==> config.mk <==
export PLATFORM = sky130hd
export DESIGN_NAME = top_sr
export DESIGN_NICKNAME = d
export VERILOG_FILES = /design/src/rtl/top_sr.sv
export SDC_FILE = /design/constraint.sdc
export NUM_CORES = 1
export LEC_CHECK = 0
export ABC_AREA = 1
export CAP_MARGIN = 15
export CORE_UTILIZATION = 55
export DETAILED_ROUTE_END_ITERATION = 10
export HOLD_SLACK_MARGIN = 0.05
export MAX_ROUTING_LAYER = met4
export PLACE_DENSITY = 0.73
export SYNTH_ARGS = -nofsm -noshare
export SYNTH_HDL_FRONTEND = slang
export SYNTH_SLANG_ARGS = --single-unit
==> constraint.sdc <==
create_clock -name clk_in -period 2.7 [get_ports clk_in]
set_input_delay 0.81 -clock clk_in [delete_from_list [all_inputs] [get_ports clk_in]]
set_output_delay 0.81 -clock clk_in [all_outputs]
set_load 0.02 [all_outputs]
==> src/rtl/top_sr.sv <==
// top_sr: serial shift-register configuration master with readback FIFO (TOP_SR_FIFO_OVERFLOW_EN adds sticky fifo_overflow)
module top_sr #(
    parameter int WIDTH           = 50,
    parameter int CNT_WIDTH       = 8,
    parameter int DIV_WIDTH       = 6,
    parameter int COUNT_WIDTH     = 64,
    parameter int VALID_WIDTH     = 32,
    parameter int NUM_WIDTH       = 4,
    parameter int FIFO_WIDTH      = 36,
    parameter int SHIFT_DIRECTION = 1,
    parameter int READ_TRIG_SRC   = 0,
    parameter int READ_DELAY      = 0
) (
    input  logic                  clk_in,
    input  logic                  rst,
    input  logic                  start,
    input  logic                  wr_en,
    input  logic [15:0]           din,
    input  logic                  data_in,
    input  logic [DIV_WIDTH-1:0]  div,
    input  logic                  fifo_rd_en,
    output logic                  clk_sr,
    output logic                  data_out,
    output logic                  load_sr,
    output logic                  clk,
    output logic                  fifo_empty,
    output logic [FIFO_WIDTH-1:0] fifo_q
`ifdef TOP_SR_FIFO_OVERFLOW_EN
    ,
    output logic                  fifo_overflow
`endif
);
    localparam int N  = WIDTH + READ_DELAY;
    localparam int VW = $clog2(VALID_WIDTH);
    localparam logic [COUNT_WIDTH-1:0] MASK = {COUNT_WIDTH{1'b1}} >> (COUNT_WIDTH - WIDTH);

    typedef enum logic [1:0] {IDLE, SHIFT, LOAD} state_t;
    state_t state;

    logic [COUNT_WIDTH-1:0] staging, sr;
    logic [DIV_WIDTH-1:0]   dcnt;
    logic [CNT_WIDTH-1:0]   bcnt, scnt;
    logic [VW-1:0]          wbit;
    logic [VALID_WIDTH-2:0] acc;
    logic [VALID_WIDTH-1:0] acc_n;
    logic [NUM_WIDTH-1:0]   index;
    logic [FIFO_WIDTH-1:0]  pend_data;
    logic [FIFO_WIDTH-1:0]  mem [16];
    logic [3:0]             wptr, rptr;
    logic [4:0]             count;
    logic start_q, pend, tick, rise, fall, sample, keep, last, wend, full, do_wr, do_rd;

    assign tick       = dcnt >= div;
    assign rise       = tick && !clk;
    assign fall       = tick && clk;
    assign sample     = state == SHIFT && (READ_TRIG_SRC != 0 ? fall : rise);
    assign keep       = int'(scnt) >= READ_DELAY;
    assign last       = scnt == CNT_WIDTH'(N - 1);
    assign acc_n      = {acc, data_in};
    assign wend       = wbit == VW'(VALID_WIDTH - 1) || last;
    assign full       = count == 5'd16;
    assign do_wr      = pend && !full;
    assign do_rd      = fifo_rd_en && !fifo_empty;
    assign fifo_empty = count == 5'd0;
    assign fifo_q     = fifo_empty ? '0 : mem[rptr];
    assign clk_sr     = state == SHIFT && clk;

    // host staging register, shifted up 16 bits per write
    always_ff @(posedge clk_in) begin
        if (!rst)
            staging <= '0;
        else if (wr_en)
            staging <= {staging[COUNT_WIDTH-17:0], din};
    end

    // divider, sequencer FSM, serial output and readback accumulator
    always_ff @(posedge clk_in) begin
        if (!rst) begin
            state     <= IDLE;
            start_q   <= 1'b0;
            dcnt      <= '0;
            clk       <= 1'b0;
            sr        <= '0;
            data_out  <= 1'b0;
            load_sr   <= 1'b0;
            bcnt      <= '0;
            scnt      <= '0;
            wbit      <= '0;
            acc       <= '0;
            index     <= '0;
            pend      <= 1'b0;
            pend_data <= '0;
        end else begin
            start_q <= start;
            dcnt    <= tick ? '0 : dcnt + 1'b1;
            pend    <= 1'b0;
            if (tick)
                clk <= ~clk;
            case (state)
                IDLE: if (start && !start_q) begin
                    state    <= SHIFT;
                    dcnt     <= '0;
                    clk      <= 1'b0;
                    data_out <= SHIFT_DIRECTION != 0 ? staging[WIDTH-1] : staging[0];
                    sr       <= SHIFT_DIRECTION != 0 ? staging << (COUNT_WIDTH - WIDTH + 1) : (staging & MASK) >> 1;
                    bcnt     <= '0;
                    scnt     <= '0;
                    wbit     <= '0;
                    acc      <= '0;
                    index    <= '0;
                end
                SHIFT: begin
                    if (fall) begin
                        bcnt     <= bcnt + 1'b1;
                        data_out <= SHIFT_DIRECTION != 0 ? sr[COUNT_WIDTH-1] : sr[0];
                        sr       <= SHIFT_DIRECTION != 0 ? sr << 1 : sr >> 1;
                        if (bcnt == CNT_WIDTH'(N - 1)) begin
                            state    <= LOAD;
                            load_sr  <= 1'b1;
                            data_out <= 1'b0;
                        end
                    end
                    if (sample) begin
                        scnt <= scnt + 1'b1;
                        if (keep && wend) begin
                            pend      <= 1'b1;
                            pend_data <= {index, acc_n};
                            acc       <= '0;
                            wbit      <= '0;
                            index     <= index + 1'b1;
                        end else if (keep) begin
                            acc  <= acc_n[VALID_WIDTH-2:0];
                            wbit <= wbit + 1'b1;
                        end
                    end
                end
                LOAD: if (fall) begin
                    state   <= IDLE;
                    load_sr <= 1'b0;
                end
                default: state <= IDLE;
            endcase
        end
    end

    // FIFO storage; contents need no reset since fifo_q is masked while empty
    always_ff @(posedge clk_in) begin
        if (do_wr)
            mem[wptr] <= pend_data;
    end

    // FIFO pointers, occupancy and optional overflow flag
    always_ff @(posedge clk_in) begin
        if (!rst) begin
            wptr  <= '0;
            rptr  <= '0;
            count <= '0;
`ifdef TOP_SR_FIFO_OVERFLOW_EN
            fifo_overflow <= 1'b0;
`endif
        end else begin
            if (do_wr)
                wptr <= wptr + 1'b1;
            if (do_rd)
                rptr <= rptr + 1'b1;
            count <= count + 5'(do_wr) - 5'(do_rd);
`ifdef TOP_SR_FIFO_OVERFLOW_EN
            if (pend && full)
                fifo_overflow <= 1'b1;
`endif
        end
    end
endmodule

# Yosys cells after proc, flatten, opt, wreduce, memory -nomap -nowiden

Memories as Yosys holds them, arrays and structs flattened. A register that Yosys moved wholly into a read port is not among the register bits.
Index checks and enable logic that the tools add are counted.

Order comparisons: 1
Reductions and logical operators: 23
Mux-type cells: 45
Bitwise logic cells: 1
Equality and inequality tests: 12
Add/subtract/negate cells: 9

Operator list:

| cell                                                            | count |
|---|---|
| 64-bit 2-to-1 mux                                               | 2 |
| 64-bit case mux with 2 select lines                             | 1 |
| 31-bit 2-to-1 mux                                               | 3 |
| 31-bit case mux with 2 select lines                             | 1 |
| 36-bit 2-to-1 mux                                               | 1 |
| 8-bit case mux with 2 select lines                              | 2 |
| 8-bit 2-to-1 mux                                                | 3 |
| 4-bit 2-to-1 mux                                                | 5 |
| 6-bit 2-to-1 mux                                                | 3 |
| 8-bit by 1-bit adder with 8-bit output, second input constant   | 2 |
| 8-bit by 6-bit == test with 1-bit output, second input constant | 2 |
| 5-bit 2-to-1 mux                                                | 3 |
| 4-bit by 1-bit adder with 4-bit output, second input constant   | 3 |
| 1-bit 2-to-1 mux                                                | 12 |
| 3-bit AND reduction                                             | 4 |
| 4-bit AND reduction                                             | 3 |
| 5-bit == test, second input constant                            | 2 |
| 2-bit inequality test, second input constant                    | 5 |
| 5-bit case mux with 2 select lines                              | 1 |
| 2-bit 2-to-1 mux                                                | 4 |
| 4-bit case mux with 2 select lines                              | 1 |
| 1-bit logical AND                                               | 7 |
| 6-bit by 1-bit adder with 6-bit output, second input constant   | 1 |
| 6-bit greater-or-equal comparator                               | 1 |
| other kinds (14)                                                | 19 |

Flip-flop bits (word level): 232
RAM bits: 576
Word-level logic and storage cells: 110
Input port bits: 28
Memories: 1

Memory list:

| memory | depth | width | read ports | clocked after Yosys merged registers in | write ports | RTL line | source |
|---|---|---|---|---|---|---|---|
| mem    | 16    | 36    | 1          | 1                                       | 1           | 48       | `logic [FIFO_WIDTH-1:0] mem [16];` |

# Logic depth before layout (Yosys ltp)

Gate-level depths: netlist (run 1).

Depth in word-level cells: 5
Depth in mapped cells: 15
Depth with buffers taken out: 14

# Worst setup path after synthesis (run 1)

Ideal clock, no wire load.

Path kind: register to register
Start point: register count[2]
End point: memory mem[11][0], enable pin
Path slack: -0.279 ns
Library setup time: 0.429 ns
Buffers on the path: 0
Period minus slack after synthesis: 2.979 ns
Cell stages (with the launch flop): 8
Arrival time: 2.550 ns
Cells stage by stage: dfxtp_1 inv_1 ha_1 nand4_1 nand2_1 inv_1 nand3_1 nor2_1

Word-level cells in the longest chain between the ends: 5

Ends and longest elaborated chain:

| item                                   | RTL line | source |
|---|---|---|
| start, declared                        | 50       | `logic [4:0] count;` |
| start signal, assigned                 | 166      | `count <= count + 5'(do_wr) - 5'(do_rd);` |
| 5-bit == test                          | 61       | `assign full = count == 5'd16;` |
| 1-bit zero test                        | 62       | `assign do_wr = pend && !full;` |
| 1-bit logical AND                      | 62       |  |
| 1-bit 2-to-1 mux                       | 148      | `if (do_wr)` |
| 1-bit 2-to-1 mux (not written as such) | 149      | `mem[wptr] <= pend_data;` |
| end, declared                          | 48       |  |

No other way between the ends.

==> results of run 1 <==
-- repair_timing --
action | CTS | global route
cloned | 21 | 12
setup buffers | 29 | 10
gates resized for setup | 354 | 182
pin swaps | 26 | 80
setup endpoints to repair | 38 | 129
-- synth_stat cells (16+ instances only) --
cell type | number | area share (%)
sky130_fd_sc_hd__ha_1 | 26 | 1.0
sky130_fd_sc_hd__buf_2 | 72 | 1.1
sky130_fd_sc_hd__o21ai_0 | 145 | 2.3
sky130_fd_sc_hd__nand2_1 | 938 | 11
sky130_fd_sc_hd__inv_1 | 61 | 0.71
sky130_fd_sc_hd__buf_1 | 22 | 0.26
sky130_fd_sc_hd__nand4_1 | 19 | 0.37
sky130_fd_sc_hd__a31oi_1 | 49 | 0.96
sky130_fd_sc_hd__dfxtp_1 | 221 | 14
sky130_fd_sc_hd__clkbuf_1 | 76 | 0.89
sky130_fd_sc_hd__edfxtp_1 | 576 | 54
sky130_fd_sc_hd__buf_4 | 16 | 0.37
sky130_fd_sc_hd__a21oi_1 | 110 | 1.7
sky130_fd_sc_hd__nand3_1 | 487 | 7.6
sky130_fd_sc_hd__or2_0 | 17 | 0.33
sky130_fd_sc_hd__nor2_1 | 186 | 2.2
-- worst paths after layout --
check / end / slack, ns / depth (start not counted)
hold reg to reg: sr[15] / 0.47 / 2
setup reg to reg: count[4] / 0.23 / 15
hold / removal: sr[15] / 0.47 / 2
setup / recovery: fifo_q[20] / -0.50 / 12
-- per-layer routing --
metal | global-route usage, % | vias to the layer above
li1 | - | 10980
met1 | 36.26 | 11640
met2 | 48.10 | 1277
met3 | 4.296 | 221
met4 | 10.85 | 0
met5 | - | -
-- tightest hold or removal path, stage by stage, from the launching register on --
cell,delay [ns]
sky130_fd_sc_hd__dfxtp_1,0.31
sky130_fd_sc_hd__nand2_1,0.06
sky130_fd_sc_hd__a21oi_1,0.06
-- flip-flops by register name, indices dropped and copies added, names as in the netlist, named ones only --
name	count
sr	49
dcnt	6
state	2
pend_data	36
acc	31
index	4
pend	1
count	5
data_out	1
rptr	4
load_sr	1
bcnt	8
staging	50
scnt	8
mem	576
wbit	5
start_q	1
wptr	4
clk	1
-- power by group through the flow --
stage	logic, µW	clock network [µW]	registers [µW]
after floorplan	3460	0	13500
after global placement	5660	0	13600
after detailed placement	5770	0	13600
after CTS	7340	10700	13400
after global routing	8520	11100	13400
final	8020	10600	13400
-- per-stage QoR --
step	std cells	hold slack, ns	setup TNS, ns	setup slack, ns	power [µW]
floorplan	3088	0.4404	-135.14	-0.2794	17000
global route	4076	0.4965	-19.49	-0.5756	33040
detailed placement	3869	0.4658	-75.64	-0.6187	19410
finish	4076	0.4733	-14.56	-0.4961	31960
CTS	4063	0.4705	-14.77	-0.4778	31360
global placement	3869	0.4570	-69.17	-0.5311	19280
-- kinds of logic (layout without fill, tap and decap cells) --
family,count (synthesis),count (layout)
AOI/OAI and AO/OA,314,314
xor gates and xnor gates,8,8
adders and majority gates,27,27
buffers and inverters,264,487
DFF,797,797
and+or+nand+nor,1678,1678
-- cell type report --
cell class	instances	area share (%)
flip-flops and latches	797	54.78
multi-input cells	2027	25.88
repair buffers	272	9.938
clock buffers	105	5.627
well taps	765	2.413
inverters	71	0.7191
clock inverters	39	0.6402
==> impl_metrics.ini, run 1 <==
[routing]
top_signal_layer_used = met4
avgViaCountPerCell = 5.917
postRouteAntennaNets = 0
dr_wl_met2_um = 42800
route.met3.wl_um = 8008
drc = 0
wirelength_met1_um = 32320
detailroute.via_count = 24120
first_pass_iters = 6
drt-total-wl_um = 85870
wire_per_inst_um = 21.07
dr.first_iter.drc_count = 2772

[sta]
slew-limit-headroom_pct = 41.78
finalMaxSlewViolations = 0
min_period_ns = 3.196
timing.final.ws_setup_ns = -0.4961
min_period_over_period_pct = 118.4
max_clock_freq_ghz = 0.3129
setup-violations-final = 37
fin_skew_ns = 0.02486
timing_hold_violations_final = 0
worst_pin_slew_ns = 0.8721
grt_setup_unrepaired = yes

[pwr]
share_comb_of_total_power_pct = 25.1
p_clk_share_pct = 33.1
seq_power_share_pct = 41.8
ratio_of_total_power_to_cell_area_nw_per_um2 = 805.7
vdd_drop_max_v = 0.0004483
sw_share_pct = 28.55
p_leak_uw = 0.01539
cellInternalPower_uw = 22840
switching_power_uw = 9126

[critical_path]
crit_chain = buf_12 > inv_16 > buf_16 > buf_12 > buf_8 > nand2_2 > nand3_1 > nand3_2 > nand2_2 > nand2_2 > a21oi_4 > buf_6
critical_path_buf_inv_count = 6
required_ns = 1.89
cp_common_cell = sky130_fd_sc_hd__nand2_2
longest_individual_stage_delay_on_the_worst_path_ns = 0.37
setup.worst_path.end_class = primary output
startpoint_type = flop
critical_path.max_fanout = 7
critPathSlowestCell = sky130_fd_sc_hd__dfxtp_4
cp.arrival_ns = 2.39
path_class = reg -> out
r2r_start = count[2]
critical_path.top_delay_family = buffers and inverters

[outcome]
run_status = finished with violations
failed_checks = negative setup slack

[die]
dieArea_um2 = 59290
io_pins = 69
core_area_um2 = 57700
start_util_pct = 55.60
die_w_um = 243.5
die_height_um = 243.5
std_cell_rows = 88

[place]
post_dp_cell_area_um2 = 34810
gp_congestion = 0.8413
dp_hpwl_um = 42490
port_buffers = 68

[finish]
layout_commonest_cell = sky130_fd_sc_hd__nand2_1
final_nets = 3303
multi_input_comb_area_um2 = 10270
regArea_um2 = 21730
area_delta_synth_final_pct = 23.67
fillers = 3920
antenna-diode-count = 0
layout_common_cells = sky130_fd_sc_hd__nand2_1 (851), sky130_fd_sc_hd__edfxtp_1 (576), sky130_fd_sc_hd__nand3_1 (381)
fin_area_um2 = 39670
postLayoutCoreUtil_pct = 68.76
layout_cells_sized_above_1_pct = 19.63

[min_path]
hold_path.class = reg -> reg
min-delay-start = sr[15]

[logic_synthesis]
yosys_register_bits = 797
ys.flop_type = sky130_fd_sc_hd__edfxtp_1
yosys_warnings = 0
syn-num-nets = 3143
synth.yosys.seq_area_share_pct = 67.71
post_synthesis_cell_area_um2 = 32080
post_synth.cell_area_avg_um2 = 10.39
synth_top_family_by_area = simple AND/OR/NAND/NOR gates
post_synthesis_share_of_cell_area_spent_on_xor_and_xnor_gates_pct = 0.2184
yosys.cell_types.count = 37
muxShareOfSynthArea_pct = 0
synth_compound_gate_area_share_pct = 5.117
synth_enable_flop_cells = 576
syn_inst = 3088
ys_async_sr_fraction_pct = 0
simple_gate_share_of_the_synthesized_area_pct = 22.15
synth-adder-area-share_pct = 1.077

[clock_network]
cts.path.max_buffers = 3
tritoncts_clock_tree = built
clock_tree.root_cell = sky130_fd_sc_hd__clkbuf_16
clkTransAtPathRegs_ns = 0.06
cts_num_sinks = 797
cts-hold-fix-buffers = 0
cts.htree.levels = 3
worst_skew_pair.late_latency_ns = 0.64
cts_inserted_buffers = 79

[grt]
grt_usage_pct = 29.04
grt_first_pass_wirelength_um = 129000
grt_antenna_before_repair = 0
global_route.overflow_total = 0
grt_start_max_net_pins = 116
first_global_vias = 23330

[job]
drv_cap = 0
Power figures use the tool's default switching activity.
==> run 2: changes to the inputs <==
--- a/config.mk
+++ b/config.mk
@@ -7,11 +7,13 @@
 export LEC_CHECK = 0
 export ABC_AREA = 1
 export CAP_MARGIN = 15
+export CORE_ASPECT_RATIO = 0.8
 export CORE_UTILIZATION = 55
 export DETAILED_ROUTE_END_ITERATION = 10
 export HOLD_SLACK_MARGIN = 0.05
 export MAX_ROUTING_LAYER = met4
 export PLACE_DENSITY = 0.73
+export REMOVE_ABC_BUFFERS = 1
 export SYNTH_ARGS = -nofsm -noshare
 export SYNTH_HDL_FRONTEND = slang
 export SYNTH_SLANG_ARGS = --single-unit
==> impl_metrics.ini, run 2 (synthesis results as in run 1) <==
[clock_network]
cts_num_sinks = 797
clkTransAtPathRegs_ns = 0.07
tritoncts_clock_tree = built
cts_inserted_buffers = 76
worst_skew_pair.late_latency_ns = 0.64
cts.htree.levels = 3
cts.path.max_buffers = 3
cts-hold-fix-buffers = 0
clock_tree.root_cell = sky130_fd_sc_hd__clkbuf_16

[finish]
layout_top_registers = mem x576, staging x50, sr x49
max_flop_register = mem
fillers = 3842
layout_commonest_cell = sky130_fd_sc_hd__nand2_1
layout_common_cells = sky130_fd_sc_hd__nand2_1 (797), sky130_fd_sc_hd__edfxtp_1 (576), sky130_fd_sc_hd__nand3_1 (355)
largest_register_ffs = 576
layout_cells_sized_above_1_pct = 22.17
final_nets = 3308
area_delta_synth_final_pct = 24.88
stdcell_count = 4076
antenna-diode-count = 0

[grt]
grt_first_pass_wirelength_um = 130600
grt_start_max_net_pins = 92
grt_antenna_before_repair = 0
global_route.overflow_total = 0
first_global_vias = 23140
grt_usage_pct = 29.74

[critical_path]
startpoint_type = flop
reg2regPathDepth = 14
path_class = reg -> out
required_ns = 1.89
setup.worst_path.end_class = primary output
cp.arrival_ns = 2.36
critical_path.max_fanout = 8
reg2reg_slack_ns = 0.23

[routing]
detailroute.via_count = 24130
dr.first_iter.drc_count = 3028
drc = 0
avgViaCountPerCell = 5.920
first_pass_iters = 6
wire_per_inst_um = 21.66
postRouteAntennaNets = 0
drt-total-wl_um = 88270

[sta]
finalMaxSlewViolations = 0
timing.final.ws_setup_ns = -0.4681
timing_hold_violations_final = 0
setup-violations-final = 36
max_clock_freq_ghz = 0.3156
fin_skew_ns = 0.01991
grt_setup_unrepaired = yes
min_period_over_period_pct = 117.3
totalNegativeSetupSlack_ns = -13.46
min_period_ns = 3.168
slew-limit-headroom_pct = 40.66
worst_pin_slew_ns = 0.8889

[die]
start_util_pct = 56.09
io_pins = 69
std_cell_rows = 78
die_height_um = 218.0
dieArea_um2 = 59300
core_area_um2 = 57190
die_w_um = 272.0

[pwr]
ratio_of_total_power_to_cell_area_nw_per_um2 = 800.2
p_leak_uw = 0.01550
seq_power_share_pct = 41.7
p_clk_share_pct = 33.1
cellInternalPower_uw = 22760
sw_share_pct = 28.99
share_comb_of_total_power_pct = 25.2
vdd_drop_max_v = 0.0005715
switching_power_uw = 9292

[outcome]
failed_checks = negative setup slack
run_status = finished with violations

[min_path]
hold_path.class = reg -> reg
min_delay_path_depth = 2

[place]
pre_cts_slack_ns = -0.6514
port_buffers = 68
dp.cells = 3875
gp_congestion = 0.8452
dp_hpwl_um = 45050

[job]
drv_cap = 0
## run 2: path summary, 6_finish.rpt
check / startpoint / endpoint
min reg2reg: sr[37] / sr[38]
max: flop / fifo_q[16]
min: sr[37] / sr[38]
max reg2reg: count[3] / count[4]
## run 2: power by group through the flow
stage	sequential (µW)	combinational (µW)	clock (µW)
final	13400	8090	10600
after global routing	13400	8580	11200
after CTS	13400	7150	10700
after detailed placement	13600	5710	0
after global placement	13600	5570	0
after floorplan	13900	2870	0
## run 2: critical path: stages, from the launching register on
cell                        delay [ns]
sky130_fd_sc_hd__dfxtp_4          0.39
sky130_fd_sc_hd__buf_12           0.23
sky130_fd_sc_hd__clkinv_16        0.13
sky130_fd_sc_hd__buf_12           0.17
sky130_fd_sc_hd__clkbuf_16        0.17
sky130_fd_sc_hd__nand2_4          0.06
sky130_fd_sc_hd__nand3_2          0.07
sky130_fd_sc_hd__nand3_2          0.11
sky130_fd_sc_hd__nand2_1          0.06
sky130_fd_sc_hd__nand2_2          0.09
sky130_fd_sc_hd__a21oi_4          0.07
sky130_fd_sc_hd__buf_6            0.14
## run 2: area by class of cell
class | instances | area, µm² | share of cell area (%)
well taps | 760 | 950.9 | 2.374
clock inverters | 37 | 336.6 | 0.8402
repair inverters | 3 | 58.81 | 0.1468
multi-input cells | 2027 | 10620 | 26.51
repair buffers | 277 | 3943 | 9.842
clock buffers | 104 | 2121 | 5.294
flip-flops and latches | 797 | 21730 | 54.25
inverters | 71 | 295.3 | 0.7371
## run 2: metrics by stage
step / hold WS (ns) / area, µm² / power (µW) / utilization [%]
5_1_grt: 0.5025 / 40060 / 33150 / 70.05
3_5_place_dp: 0.4685 / 34800 / 19350 / 60.85
4_1_cts: 0.4756 / 38690 / 31170 / 67.66
6_report: 0.4745 / 40060 / 32050 / 70.05
3_3_place_gp: 0.4528 / 34800 / 19190 / 60.85
2_1_floorplan: 0.4410 / 31150 / 16770 / -
## run 2: repair_timing
item	CTS	global route
gates resized for setup	406	225
endpoints found under the setup margin	41	150
gates cloned	19	17
pin swaps	60	119
buffers inserted	23	8
## run 2: metal layers
layer | track usage, % | up-vias | part of all wire (%)
li1 | - | 10980 | -
met5 | - | - | 0
met1 | 39.47 | 11610 | 40
met3 | 6.243 | 215 | 10
met2 | 45.64 | 1326 | 47
met4 | 10.32 | 0 | 3.4
